File: src/rtl/mem_rd_pkg.sv
// mem_rd_pkg: shared types and constants for mem_burst_reader
package mem_rd_pkg;
  typedef enum logic [1:0] {IDLE, RUN, DRAIN} mem_rd_state_e;
  localparam int RdBufDepth = 2;
  function automatic int idx_w(input int depth);
    return $clog2(depth);
  endfunction
endpackage

File: src/rtl/mem_rd_skid_buf.sv
// mem_rd_skid_buf: 2-entry FIFO, head always in e0 so the output stays stable under backpressure
module mem_rd_skid_buf
  import mem_rd_pkg::*;
#(
  parameter int Width = 33
) (
  input  logic             clk,
  input  logic             rst_n,
  input  logic             push,
  input  logic             pop,
  input  logic             flush,
  input  logic [Width-1:0] din,
  output logic [Width-1:0] dout,
  output logic [1:0]       occ
);
  logic [Width-1:0] e0_q, e0_d, e1_q, e1_d;
  logic [1:0] occ_q, occ_d, slot;
  always_comb begin
    e0_d = pop ? e1_q : e0_q;
    e1_d = e1_q;
    slot = occ_q - 2'(pop);
    if (push && slot == 2'd0) e0_d = din;
    if (push && slot != 2'd0) e1_d = din;
    occ_d = flush ? 2'd0 : occ_q + 2'(push) - 2'(pop);
  end
  always_ff @(posedge clk or negedge rst_n) begin
    if (!rst_n) begin
      e0_q  <= '0;
      e1_q  <= '0;
      occ_q <= '0;
    end else begin
      e0_q  <= e0_d;
      e1_q  <= e1_d;
      occ_q <= occ_d;
    end
  end
  assign dout = e0_q;
  assign occ  = occ_q;
endmodule

File: src/rtl/mem_burst_reader.sv
// mem_burst_reader: issues burst reads to a 1-cycle-latency memory and streams the words out.
// Optional abort port pair enabled by MEM_BURST_READER_ABORT_EN.
module mem_burst_reader
  import mem_rd_pkg::*;
#(
  parameter int DataWidth = 32,
  parameter int MemDepth  = 256,
  parameter int LenWidth  = 9
) (
  input  logic                 clk,
  input  logic                 rst_n,
  input  logic                 cmd_valid,
  output logic                 cmd_ready,
  input  logic [31:0]          cmd_addr,
  input  logic [LenWidth-1:0]  cmd_len,
  output logic                 mem_rd_req,
  output logic [31:0]          mem_rd_addr,
  input  logic [DataWidth-1:0] mem_data_in,
  output logic                 out_valid,
  input  logic                 out_ready,
  output logic [DataWidth-1:0] out_data,
  output logic                 out_last,
`ifdef MEM_BURST_READER_ABORT_EN
  input  logic                 abort,
  output logic                 aborted,
`endif
  output logic                 done
);
  localparam int AW = idx_w(MemDepth);
  mem_rd_state_e state_q, state_d;
  logic [AW-1:0] addr_q, addr_d;
  logic [LenWidth-1:0] rem_q, rem_d;
  logic rd_pend_q, rd_pend_d, rd_last_q, rd_last_d, done_q, done_d;
  logic issue, pop, abort_hit, unused_addr_hi;
  logic [1:0] occ;
  assign pop = out_valid && out_ready;
  assign unused_addr_hi = ^cmd_addr[31:AW];
  // credit rule: buffered + in-flight words after this cycle never exceed the buffer depth
  assign issue = state_q == RUN && !abort_hit &&
                 (3'(occ) + 3'(rd_pend_q) < 3'(RdBufDepth) + 3'(pop));
  always_comb begin
    state_d   = state_q;
    addr_d    = addr_q;
    rem_d     = rem_q;
    done_d    = 1'b0;
    rd_pend_d = issue;
    rd_last_d = issue && rem_q == LenWidth'(1);
    if (state_q == IDLE && cmd_valid) begin
      addr_d  = cmd_addr[AW-1:0];
      rem_d   = cmd_len;
      state_d = cmd_len != '0 ? RUN : IDLE;
      done_d  = cmd_len == '0;
    end
    if (issue) begin
      addr_d  = addr_q + 1'b1;
      rem_d   = rem_q - 1'b1;
      state_d = rem_q == LenWidth'(1) ? DRAIN : RUN;
    end
    if (state_q == DRAIN && pop && out_last) begin
      state_d = IDLE;
      done_d  = 1'b1;
    end
    if (abort_hit) begin
      state_d = IDLE;
      done_d  = 1'b1;
    end
  end
  always_ff @(posedge clk or negedge rst_n) begin
    if (!rst_n) begin
      state_q   <= IDLE;
      addr_q    <= '0;
      rem_q     <= '0;
      rd_pend_q <= 1'b0;
      rd_last_q <= 1'b0;
      done_q    <= 1'b0;
    end else begin
      state_q   <= state_d;
      addr_q    <= addr_d;
      rem_q     <= rem_d;
      rd_pend_q <= rd_pend_d;
      rd_last_q <= rd_last_d;
      done_q    <= done_d;
    end
  end
`ifdef MEM_BURST_READER_ABORT_EN
  logic aborted_q, aborted_d;
  assign abort_hit = abort && state_q != IDLE;
  assign aborted_d = abort_hit;
  always_ff @(posedge clk or negedge rst_n) begin
    if (!rst_n) aborted_q <= 1'b0;
    else aborted_q <= aborted_d;
  end
  assign aborted = aborted_q;
`else
  assign abort_hit = 1'b0;
`endif
  mem_rd_skid_buf #(.Width(DataWidth + 1)) u_buf (
    .clk   (clk),
    .rst_n (rst_n),
    .push  (rd_pend_q && !abort_hit),
    .pop   (pop),
    .flush (abort_hit),
    .din   ({rd_last_q, mem_data_in}),
    .dout  ({out_last, out_data}),
    .occ   (occ)
  );
  assign out_valid   = occ != 2'd0;
  assign cmd_ready   = state_q == IDLE;
  assign mem_rd_req  = issue;
  assign mem_rd_addr = {{(32 - AW){1'b0}}, addr_q};
  assign done        = done_q;
endmodule

File: config.mk
export PLATFORM = sky130hd
export DESIGN_NAME = mem_burst_reader
export DESIGN_NICKNAME = d
export VERILOG_FILES = /design/src/rtl/mem_rd_pkg.sv /design/src/rtl/mem_rd_skid_buf.sv /design/src/rtl/mem_burst_reader.sv
export SDC_FILE = /design/constraint.sdc
export NUM_CORES = 1
export LEC_CHECK = 0
export CORE_ASPECT_RATIO = 0.7
export CORE_UTILIZATION = 42
export CTS_BUF_LIST = sky130_fd_sc_hd__clkbuf_16
export CTS_CLUSTER_SIZE = 28
export DETAILED_ROUTE_END_ITERATION = 8
export PLACE_DENSITY = 0.76
export SYNTH_ARGS = -nofsm -noshare
export SYNTH_HDL_FRONTEND = slang
export SYNTH_HIERARCHICAL = 1
export SYNTH_SLANG_ARGS = --single-unit
File: constraint.sdc
create_clock -name clk -period 2.22 [get_ports clk]
set_input_delay 0.222 -clock clk [delete_from_list [all_inputs] [get_ports clk]]
set_output_delay 0.222 -clock clk [all_outputs]
set_load 0.05 [all_outputs]
After elaboration in Yosys (flattened, before gate mapping)
Cells that the tools add are included.
{ "word_totals": {"ff_bits": 90, "inputBits": 77, "output_inout_bits": 69} }
{ "classes": {"addsub": 7, "magnitude_cmp": 1, "eq_ne": 3, "mux": 13, "n_reduce_logical": 17} }
{ "op_table": {"columns": ["op", "n"], "rows": [
  ["two-way mux 33 bit", 2],
  ["two-way mux 9 bit", 2],
  ["two-way mux 8 bit", 2],
  ["== test 9 x 1 -> 1 bit (second input constant)", 1],
  ["logical NOT 9 bit", 1],
  ["nonzero test 9 bit", 1],
  ["subtractor 9 x 1 -> 9 bit (second input constant)", 1],
  ["adder 8 x 1 -> 8 bit (second input constant)", 1],
  ["logical AND 1 bit", 8],
  ["two-way mux 2 bit", 4],
  ["nonzero test 2 bit", 4],
  ["logical NOT 2 bit", 2],
  ["subtractor 2 x 1 -> 2 bit", 2],
  ["adder 2 x 1 -> 3 bit", 1],
  ["adder 2 x 1 -> 3 bit (first input constant)", 1],
  ["< comparator 3 bit", 1],
  ["two-way mux 1 bit", 3],
  ["nonzero test 3 bit", 1],
  ["adder 2 x 1 -> 2 bit", 1],
  ["== test 2 x 1 -> 1 bit (second input constant)", 1],
  ["== test 2 bit (second input constant)", 1]
]} }

Depth between registers and ports, before layout
Gate-level depths: netlist of the first run.
{ "depth": {"depth_word": 7, "ltp_mapped": 8, "ltp_nobuf": 8} }

Cells and area by module
Netlist of the first run, hierarchy kept.
{ "modules_own_cells": {"columns": ["module", "n_inst", "cells_per_inst", "area_per_inst_um2", "seq_area_each_um2"], "rows": [
  ["mem_rd_skid_buf", 1, 190, 3124.2, 1701.6],
  ["mem_burst_reader", 1, 169, 1526.5, 550.5]
]} }

Worst setup path before layout of the first run
No wires, ideal clock.
{ "synth_timing": {"path_type": "reg-to-reg", "from": "register u_buf.occ_q[0] (netlist: u_buf/occ[0])", "to": "register addr_q[1]", "setup_ns": 0.069, "arrival_time_ns": 2.109, "required_time_ns": 2.151, "setup_slack_ns": 0.042, "path_stages_with_launch": 6, "n_path_buf": 0, "synth_period_minus_slack_ns": 2.178, "path_cell_list": "dfrtp_1 -> ha_1 -> ha_1 -> o21a_1 -> nor2_1 -> a221o_1"} }
{ "synth_between": {"elab_chain_cells": 6, "word_cells_on_any_way": 8, "cone_classes": "2 x add/sub; 1 x order compare; 1 x mux; 4 x reduce/logical"} }
{ "synth_lines": {"columns": ["element", "line", "text"], "rows": [
  ["start, declared", "mem_rd_skid_buf.sv:17", "logic [1:0] occ_q, occ_d, slot;"],
  ["start signal, assigned", "mem_rd_skid_buf.sv:30", "occ_q <= '0;"],
  ["start signal, assigned", "mem_rd_skid_buf.sv:34", "occ_q <= occ_d;"],
  ["nonzero test 2 bit", "mem_burst_reader.sv:107", "assign out_valid = occ != 2'd0;"],
  ["logical AND 1 bit", "mem_burst_reader.sv:36", "assign pop = out_valid && out_ready;"],
  ["adder 2 x 1 -> 3 bit", "mem_burst_reader.sv:40", "(3'(occ) + 3'(rd_pend_q) < 3'(RdBufDepth) + 3'(pop));"],
  ["< comparator 3 bit (*)", "mem_burst_reader.sv:40", null],
  ["logical AND 1 bit (*)", "mem_burst_reader.sv:39", "assign issue = state_q == RUN && !abort_hit &&"],
  ["named net mem_rd_req", "mem_burst_reader.sv:16", "output logic mem_rd_req,"],
  ["two-way mux 8 bit / nonzero test 2 bit (equally long branches)", null, null],
  ["end signal, assigned", "mem_burst_reader.sv:78", "addr_q <= addr_d;"],
  ["end, declared", "mem_burst_reader.sv:31", "logic [AW-1:0] addr_q, addr_d;"]
]} }
The timed path passes the listed nets; every way through them passes the cells marked *.
A chain may end at the register's enable or synchronous reset.

Worst setup path in the final report of the first run
{ "layout_timing": {"from": "register rd_pend_q", "to": "output port mem_rd_req"} }
{ "layout_between": {"elab_chain_cells": 3} }
{ "layout_lines": {"columns": ["element", "line", "text"], "rows": [
  ["start, declared", "mem_burst_reader.sv:33", "logic rd_pend_q, rd_pend_d, rd_last_q, rd_last_d, done_q, done_d;"],
  ["start signal, assigned", "mem_burst_reader.sv:80", "rd_pend_q <= rd_pend_d;"],
  ["adder 2 x 1 -> 3 bit", "mem_burst_reader.sv:40", null],
  ["< comparator 3 bit", "mem_burst_reader.sv:40", null],
  ["logical AND 1 bit", "mem_burst_reader.sv:39", null],
  ["end, declared", "mem_burst_reader.sv:16", null]
]} }
Every way passes these cells.

==> results.json, run 1 <==
{
  "dominantRegCellSynth": "dfrtp_1",
  "drive_above_1_share_pct": 32.4,
  "netlist_area_um2": 4650,
  "cp_slowest_stage_delay_ns": 0.42,
  "fmax_mhz": 463,
  "synth-xor-area-share_pct": 0.377,
  "hold_viol_final": 0,
  "yosysTopAreaCell": "dfrtp_1",
  "synth_compound_area_share_pct": 6.91,
  "power_frac_comb_pct": 57.9,
  "ant_nets": 0,
  "overflow": 0,
  "start_kind": "flip-flop",
  "critPathCaptureType": "output port",
  "worst-setup-path-type": "flip-flop to output port",
  "cp_top_family": "adder cells",
  "fin_nets": 560,
  "pwr-share-clk_pct": 13.4,
  "pre_cts_slack_ns": 0.0304,
  "final_cells": 629,
  "synthMuxAreaShare_pct": 26.6,
  "cpMaxStageDelayCell": "dfrtp_1",
  "dpl-instance-area_um2": 5840,
  "dp_hpwl_um": 7190,
  "clk_path_buf_depth": 2,
  "synthTopCellsByCount": "dfrtp_1 (90), mux2_2 (69), mux2_4 (30)",
  "fin_crit_sh_pct": 97.2,
  "start_util_pct": 44.1,
  "cts-root-buf": "clkbuf_16",
  "r2r_cells": 6,
  "cts_htree_levels": 3,
  "p_sw_mw": 4.33,
  "fin_skew_ns": 0.00730,
  "wl_um": 9930,
  "rsz0062_at_grt": "true",
  "reg2reg_to": "u_buf/dout[19]$_DFFE_PN0P_",
  "synth_top_family_by_area": "multiplexers",
  "yosysSeqAreaShare_pct": 48.4,
  "die_area_um2": 11500,
  "drt_pass1_iterations": 4,
  "fin_area_um2": 6140,
  "netlist-cell-type-count": 53,
  "die-height_um": 90.0,
  "area_growth_pct": 32.1,
  "synth_seq_cells": 90,
  "path_clk_slew_ns": 0.06,
  "outcome": "finished, final reports clean",
  "power_density_nw_per_um2": 1700,
  "ios": 146,
  "synth_area_leaders": "dfrtp_1 (48%), mux2_2 (17%), mux2_4 (9.7%), buf_4 (3.9%), ha_1 (1.9%)",
  "avgViaCountPerCell": 5.04,
  "cts_buffers": 9,
  "timing.max_cap.violations": 0,
  "finalMaxSlewViolations": 0,
  "grt_max_degree": 57,
  "cts_tree": "done",
  "yosys.area.top_type_share_pct": 48.4,
  "vias": 3171,
  "fin_crit_ns": 2.16,
  "die_w_um": 128,
  "drcViolationCount": 0,
  "syn-instance-count": 359,
  "grt_pass1_wl_um": 16400,
  "ys.warnings.count": 6,
  "worstReg2RegStart": "u_buf/occ[0]$_DFF_PN0_",
  "cell_internal_pwr_mw": 6.14,
  "cp_data_required_time_ns": 2.00,
  "crit_arrival_ns": 1.94,
  "async_flop_share_pct": 100,
  "place_congestion": 0.832,
  "yosys.area_share.simple_pct": 8.26,
  "crit_top_cell": "ha_1",
  "core_area_um2": 10600,
  "holdCritPathClass": "input pin to asynchronous set/reset pin",
  "rows": 31,
  "seq_power_share_pct": 28.7,
  "setup_viol": 0,
  "p_leak_nw": 2.74,
  "grt_usage_pct": 18.2,
  "cp_cell_sequence": "ha_1 -> ha_1 -> o21a_1 -> nor2_2 -> buf_4 -> buf_12",
  "grt_pass1_vias": 3274,
  "fin_setup_tns_ns": 0,
  "antenna_found_initial": 0,
  "syn_area_per_cell_um2": 13.0,
  "rrSetupSlack_ns": 0.19,
  "place_inst": 611,
  "clk_latency_ns": 0.34,
  "swShare_pct": 41.4,
  "worst_slew_pin_slew_ns": 0.714,
  "finish.utilization_pct": 58.2,
  "port_buffers": 97,
  "antenna_cells": 0,
  "synth.most_common_cell": "dfrtp_1",
  "synth-edff-count": 0,
  "path_buf_inv": 2,
  "setup_slack_ns": 0.0625,
  "drt-wirelength-per-cell_um": 15.8,
  "synthAdderAreaFrac_pct": 1.88,
  "path_max_fanout": 6,
  "dr.first_iter.drc_count": 242,
  "slew_headroom_pct": 52.4,
  "peakVddDrop_mv": 0.787,
  "clkSinkCount": 90
}
-- worst max path at each step --
| stage | startpoint | endpoint | slack [ns] | cells past startpoint |
|---|---|---|---|---|
| finish | rd_pend_q$_DFF_PN0_ | mem_rd_req | 0.06 | 6 |
| global placement | out_ready | u_buf/dout[24]$_DFFE_PN0P_ | 0.04 | 7 |
| CTS | rd_pend_q$_DFF_PN0_ | mem_rd_req | 0.01 | 6 |
| detailed placement | out_ready | u_buf/dout[21]$_DFFE_PN0P_ | 0.03 | 7 |
| global route | rd_pend_q$_DFF_PN0_ | mem_rd_req | -0.01 | 6 |
| floorplan | u_buf/occ[0]$_DFF_PN0_ | addr_q[1]$_DFFE_PN0P_ | 0.04 | 5 |
-- routing by layer --
layer | track usage [%] | wire length (µm) | vias to the layer above
met2 | 28.4 | 4630 | 94
li1 | - | - | 1497
met5 | 0 | 0 | -
met4 | 4.71 | 93 | 0
met1 | 25.6 | 4650 | 1573
met3 | 4.23 | 557 | 7
-- state kept, by name (all words and copies together), names as in the netlist --
| name | count |
|---|---|
| state_q | 2 |
| u_buf/e1_q | 33 |
| u_buf/dout | 33 |
| addr_q | 8 |
| done | 1 |
| rd_last_q | 1 |
| rd_pend_q | 1 |
| u_buf/occ | 2 |
| rem_q | 9 |
-- power groups by stage --
stage | sequential [mW] | clock (mW) | combinational, mW
after floorplan | 4.19 | 0 | 3.08
after global placement | 2.96 | 0 | 5.91
after detailed placement | 3.02 | 0 | 6.05
after CTS | 3.00 | 1.45 | 6.07
after global routing | 3.12 | 1.52 | 6.42
final | 3.01 | 1.40 | 6.06
-- stage by stage --
step	hold WS (ns)	power, mW
5_1_grt	0.502	11.1
2_1_floorplan	-0.0736	7.26
4_1_cts	0.489	10.5
6_report	0.477	10.5
3_5_place_dp	0.325	9.07
3_3_place_gp	0.320	8.87
-- logic make-up (layout without fill, tap and decap cells) --
family | after synthesis | count (layout)
AO/OA/AOI/OAI | 41 | 41
XOR/XNOR | 2 | 2
adder cells (fa/ha/maj) | 7 | 7
buffers and inverters | 50 | 147
flip-flops | 90 | 90
multiplexers | 100 | 100
other | 1 | 26
AND/OR/NAND/NOR | 68 | 68
-- timing repair --
item / 4_1_cts / 5_1_grt
endpoints found under the setup margin: 0 / 18
hold buffers: 1 / 0
resized for setup: 0 / 3
hold endpoints to repair: 55 / 0
setup buffers: 0 / 1
-- cell usage in the layout (no fill, tap or decap), types with 2 or more instances in the layout --
cell / netlist / final
a221o_1: 7 / 7
nand2_1: 13 / 13
a31oi_1: 4 / 4
clkinv_4: 0 / 3
inv_1: 9 / 9
buf_4: 24 / 20
o221a_2: 2 / 2
and2_1: 4 / 4
nand3_1: 4 / 4
clkdlybuf4s50_1: 0 / 95
ha_1: 7 / 7
nor2b_1: 2 / 2
nor4_1: 5 / 5
o31ai_1: 2 / 2
nor3b_2: 1 / 2
clkinvlp_4: 0 / 2
clkbuf_16: 0 / 9
xor2_1: 2 / 2
mux2_2: 69 / 69
nor2_1: 11 / 10
a211oi_1: 3 / 3
and4_1: 2 / 2
nor3_1: 6 / 6
or2_2: 3 / 3
o211ai_1: 4 / 4
o21ai_0: 5 / 4
a21oi_1: 2 / 2
and3_1: 4 / 4
mux2_4: 30 / 30
buf_12: 3 / 6
conb_1: 1 / 26
or4_1: 2 / 2
nand2b_1: 2 / 2
dfrtp_1: 90 / 90
-- cell type report --
class,instances,area [µm²]
Timing Repair Buffer,122,1230
Clock buffer,9,225
Inverter,9,33.8
Fill cell,869,4410
Tap cell,148,185
Multi-Input combinational cell,244,2160
Clock inverter,7,53.8
Sequential cell,90,2250
Note: power is estimated with default switching activity, not from simulation.
==> run 2, diff against run 1 <==
--- a/config.mk
+++ b/config.mk
@@ -5,12 +5,14 @@
 export SDC_FILE = /design/constraint.sdc
 export NUM_CORES = 1
 export LEC_CHECK = 0
+export CELL_PAD_IN_SITES_DETAIL_PLACEMENT = 2
+export CELL_PAD_IN_SITES_GLOBAL_PLACEMENT = 2
 export CORE_ASPECT_RATIO = 0.7
-export CORE_UTILIZATION = 42
+export CORE_UTILIZATION = 27
 export CTS_BUF_LIST = sky130_fd_sc_hd__clkbuf_16
 export CTS_CLUSTER_SIZE = 28
 export DETAILED_ROUTE_END_ITERATION = 8
-export PLACE_DENSITY = 0.76
+export PLACE_DENSITY_LB_ADDON = 0.1
 export SYNTH_ARGS = -nofsm -noshare
 export SYNTH_HDL_FRONTEND = slang
 export SYNTH_HIERARCHICAL = 1
==> results.json, run 2 (same netlist as run 1, synthesis figures left out) <==
{
  "crit_arrival_ns": 1.89,
  "die_area_um2": 17800,
  "setup_slack_ns": 0.105,
  "cts_htree_levels": 3,
  "drive_above_1_share_pct": 32.7,
  "global_route.usage.met3_pct": 4.06,
  "cp_cell_sequence": "ha_1 -> ha_1 -> o21a_2 -> nor2_2 -> buf_4 -> buf_12",
  "slew_headroom_pct": 48.7,
  "area_growth_pct": 34.6,
  "clkSinkCount": 90,
  "outcome": "finished, final reports clean",
  "cpMaxStageDelayCell": "dfrtp_2",
  "crit_top_cell": "ha_1",
  "avgViaCountPerCell": 4.66,
  "fin_crit_sh_pct": 95.3,
  "cp_data_required_time_ns": 2.00,
  "place_congestion": 0.725,
  "pre_cts_slack_ns": -0.0169,
  "vias": 3288,
  "drcViolationCount": 0,
  "grt_util_met1_pct": 20.1,
  "dr.first_iter.drc_count": 76,
  "fin_nets": 560,
  "die_w_um": 159,
  "setup_viol": 0,
  "wl_um": 12800,
  "die-height_um": 112,
  "clk_path_buf_depth": 2,
  "cts_tree": "done",
  "power_density_nw_per_um2": 1730,
  "critPathCaptureType": "output port",
  "grt_usage_pct": 15.3,
  "worst-setup-path-type": "flip-flop to output port",
  "grt_pass1_wl_um": 20800,
  "finalMaxSlewViolations": 0,
  "cts_buffers": 9,
  "grt_pass1_vias": 3722,
  "pwr-share-clk_pct": 15.4,
  "p_sw_mw": 4.49,
  "cell_internal_pwr_mw": 6.32,
  "clk_latency_ns": 0.35,
  "start_kind": "flip-flop",
  "swShare_pct": 41.5,
  "grt_use_met2_pct": 24.9,
  "grt_max_degree": 54,
  "worst_slew_pin_slew_ns": 0.770,
  "power_frac_comb_pct": 56.6,
  "fin_crit_ns": 2.11,
  "holdCritPathClass": "input pin to asynchronous set/reset pin",
  "drt-wirelength-per-cell_um": 18.2,
  "antenna_found_initial": 0,
  "layout_commonest_cell": "clkdlybuf4s50_1",
  "cts-root-buf": "clkbuf_16",
  "final_cell_mix": "clkdlybuf4s50_1 (95), dfrtp_1 (89), mux2_2 (69)",
  "timing.max_cap.violations": 0,
  "dpl-instance-area_um2": 5920,
  "seq_power_share_pct": 28.0,
  "grt.busiest_layer": "met2",
  "p_leak_nw": 2.76,
  "dp_hpwl_um": 9030,
  "overflow": 0,
  "peakVddDrop_mv": 0.560,
  "path_clk_slew_ns": 0.06,
  "hold_viol_final": 0,
  "fin_skew_ns": 0.00605,
  "fmax_mhz": 473,
  "rows": 39,
  "core_area_um2": 16600,
  "rsz0062_at_grt": "false",
  "path_max_fanout": 7,
  "ios": 146,
  "start_util_pct": 28.0,
  "drt_pass1_iterations": 4,
  "port_buffers": 97,
  "cp_slowest_stage_delay_ns": 0.45,
  "ant_nets": 0,
  "antenna_cells": 0,
  "fin_area_um2": 6260
}
==> run 2: power groups by stage <==
stage          sequential (mW)  combinational (mW)  clock, mW
6_report                  3.02                6.12       1.67
3_3_place_gp              2.98                5.99          0
5_1_grt                   3.15                6.52       1.78
2_1_floorplan             4.19                3.08          0
4_1_cts                   3.04                6.20       1.73
3_5_place_dp              3.05                6.15          0
==> run 2: cell type report <==
class                   instances  area, µm²
clock buffers                   9        225
clock inverters                 6       90.1
fillers                      1717      10300
inverters                       9       33.8
multi-input cells             244       2160
flip-flops and latches         90       2250
well taps                     225        282
repair buffers                122       1220
==> run 2: worst max-delay path, delay by kind of cell (launching register included) <==
family / cells / cell delay, ns
fa+ha+maj: 2 / 0.48
simple gates: 1 / 0.15
flops: 1 / 0.45
buf+inv: 2 / 0.28
compound gates: 1 / 0.19
==> run 2: path summary, 6_finish.rpt <==
check                                                 from                    endpoint  slack, ns  cells past startpoint
worst max register to register      u_buf/occ[0]$_DFF_PN0_   u_buf/dout[6]$_DFFE_PN0P_       0.14                      6
worst min-delay path                                 rst_n       addr_q[0]$_DFFE_PN0P_       0.31                      2
worst max-delay path                u_buf/occ[0]$_DFF_PN0_                  mem_rd_req       0.11                      6
worst min register to register  u_buf/e1_q[31]$_DFFE_PN0P_  u_buf/e1_q[31]$_DFFE_PN0P_       0.51                      1
max in group asynchronous                            rst_n  u_buf/dout[18]$_DFFE_PN0P_       1.30                      3
min in group clk                                cmd_len[3]        rem_q[3]$_DFFE_PN0P_       0.47                      3
==> run 2: metrics by stage <==
stage | TNS, ns | std cells | total power, mW | util, % | hold WS, ns
finish | 0 | 705 | 10.8 | 37.7 | 0.311
global route | 0 | 705 | 11.4 | 37.7 | 0.336
CTS | 0 | 705 | 11.0 | 37.7 | 0.314
detailed placement | -0.183 | 688 | 9.20 | 35.7 | 0.142
global placement | 0 | 688 | 8.97 | 35.7 | 0.139
floorplan | 0 | 384 | 7.26 | - | -0.0736
==> run 2: repair_timing <==
item	4_1_cts	5_1_grt
resized for setup	1	3
setup endpoints to repair	1	35
hold buffers	1	0
buffers inserted	1	0
endpoints found under the hold margin	19	0
==> run 2: layer usage <==
layer / up-vias / part of all wire (%)
met5: - / 0
met3: 11 / 4.4
met2: 73 / 48
met1: 1715 / 47
li1: 1489 / -
met4: 0 / 1.2
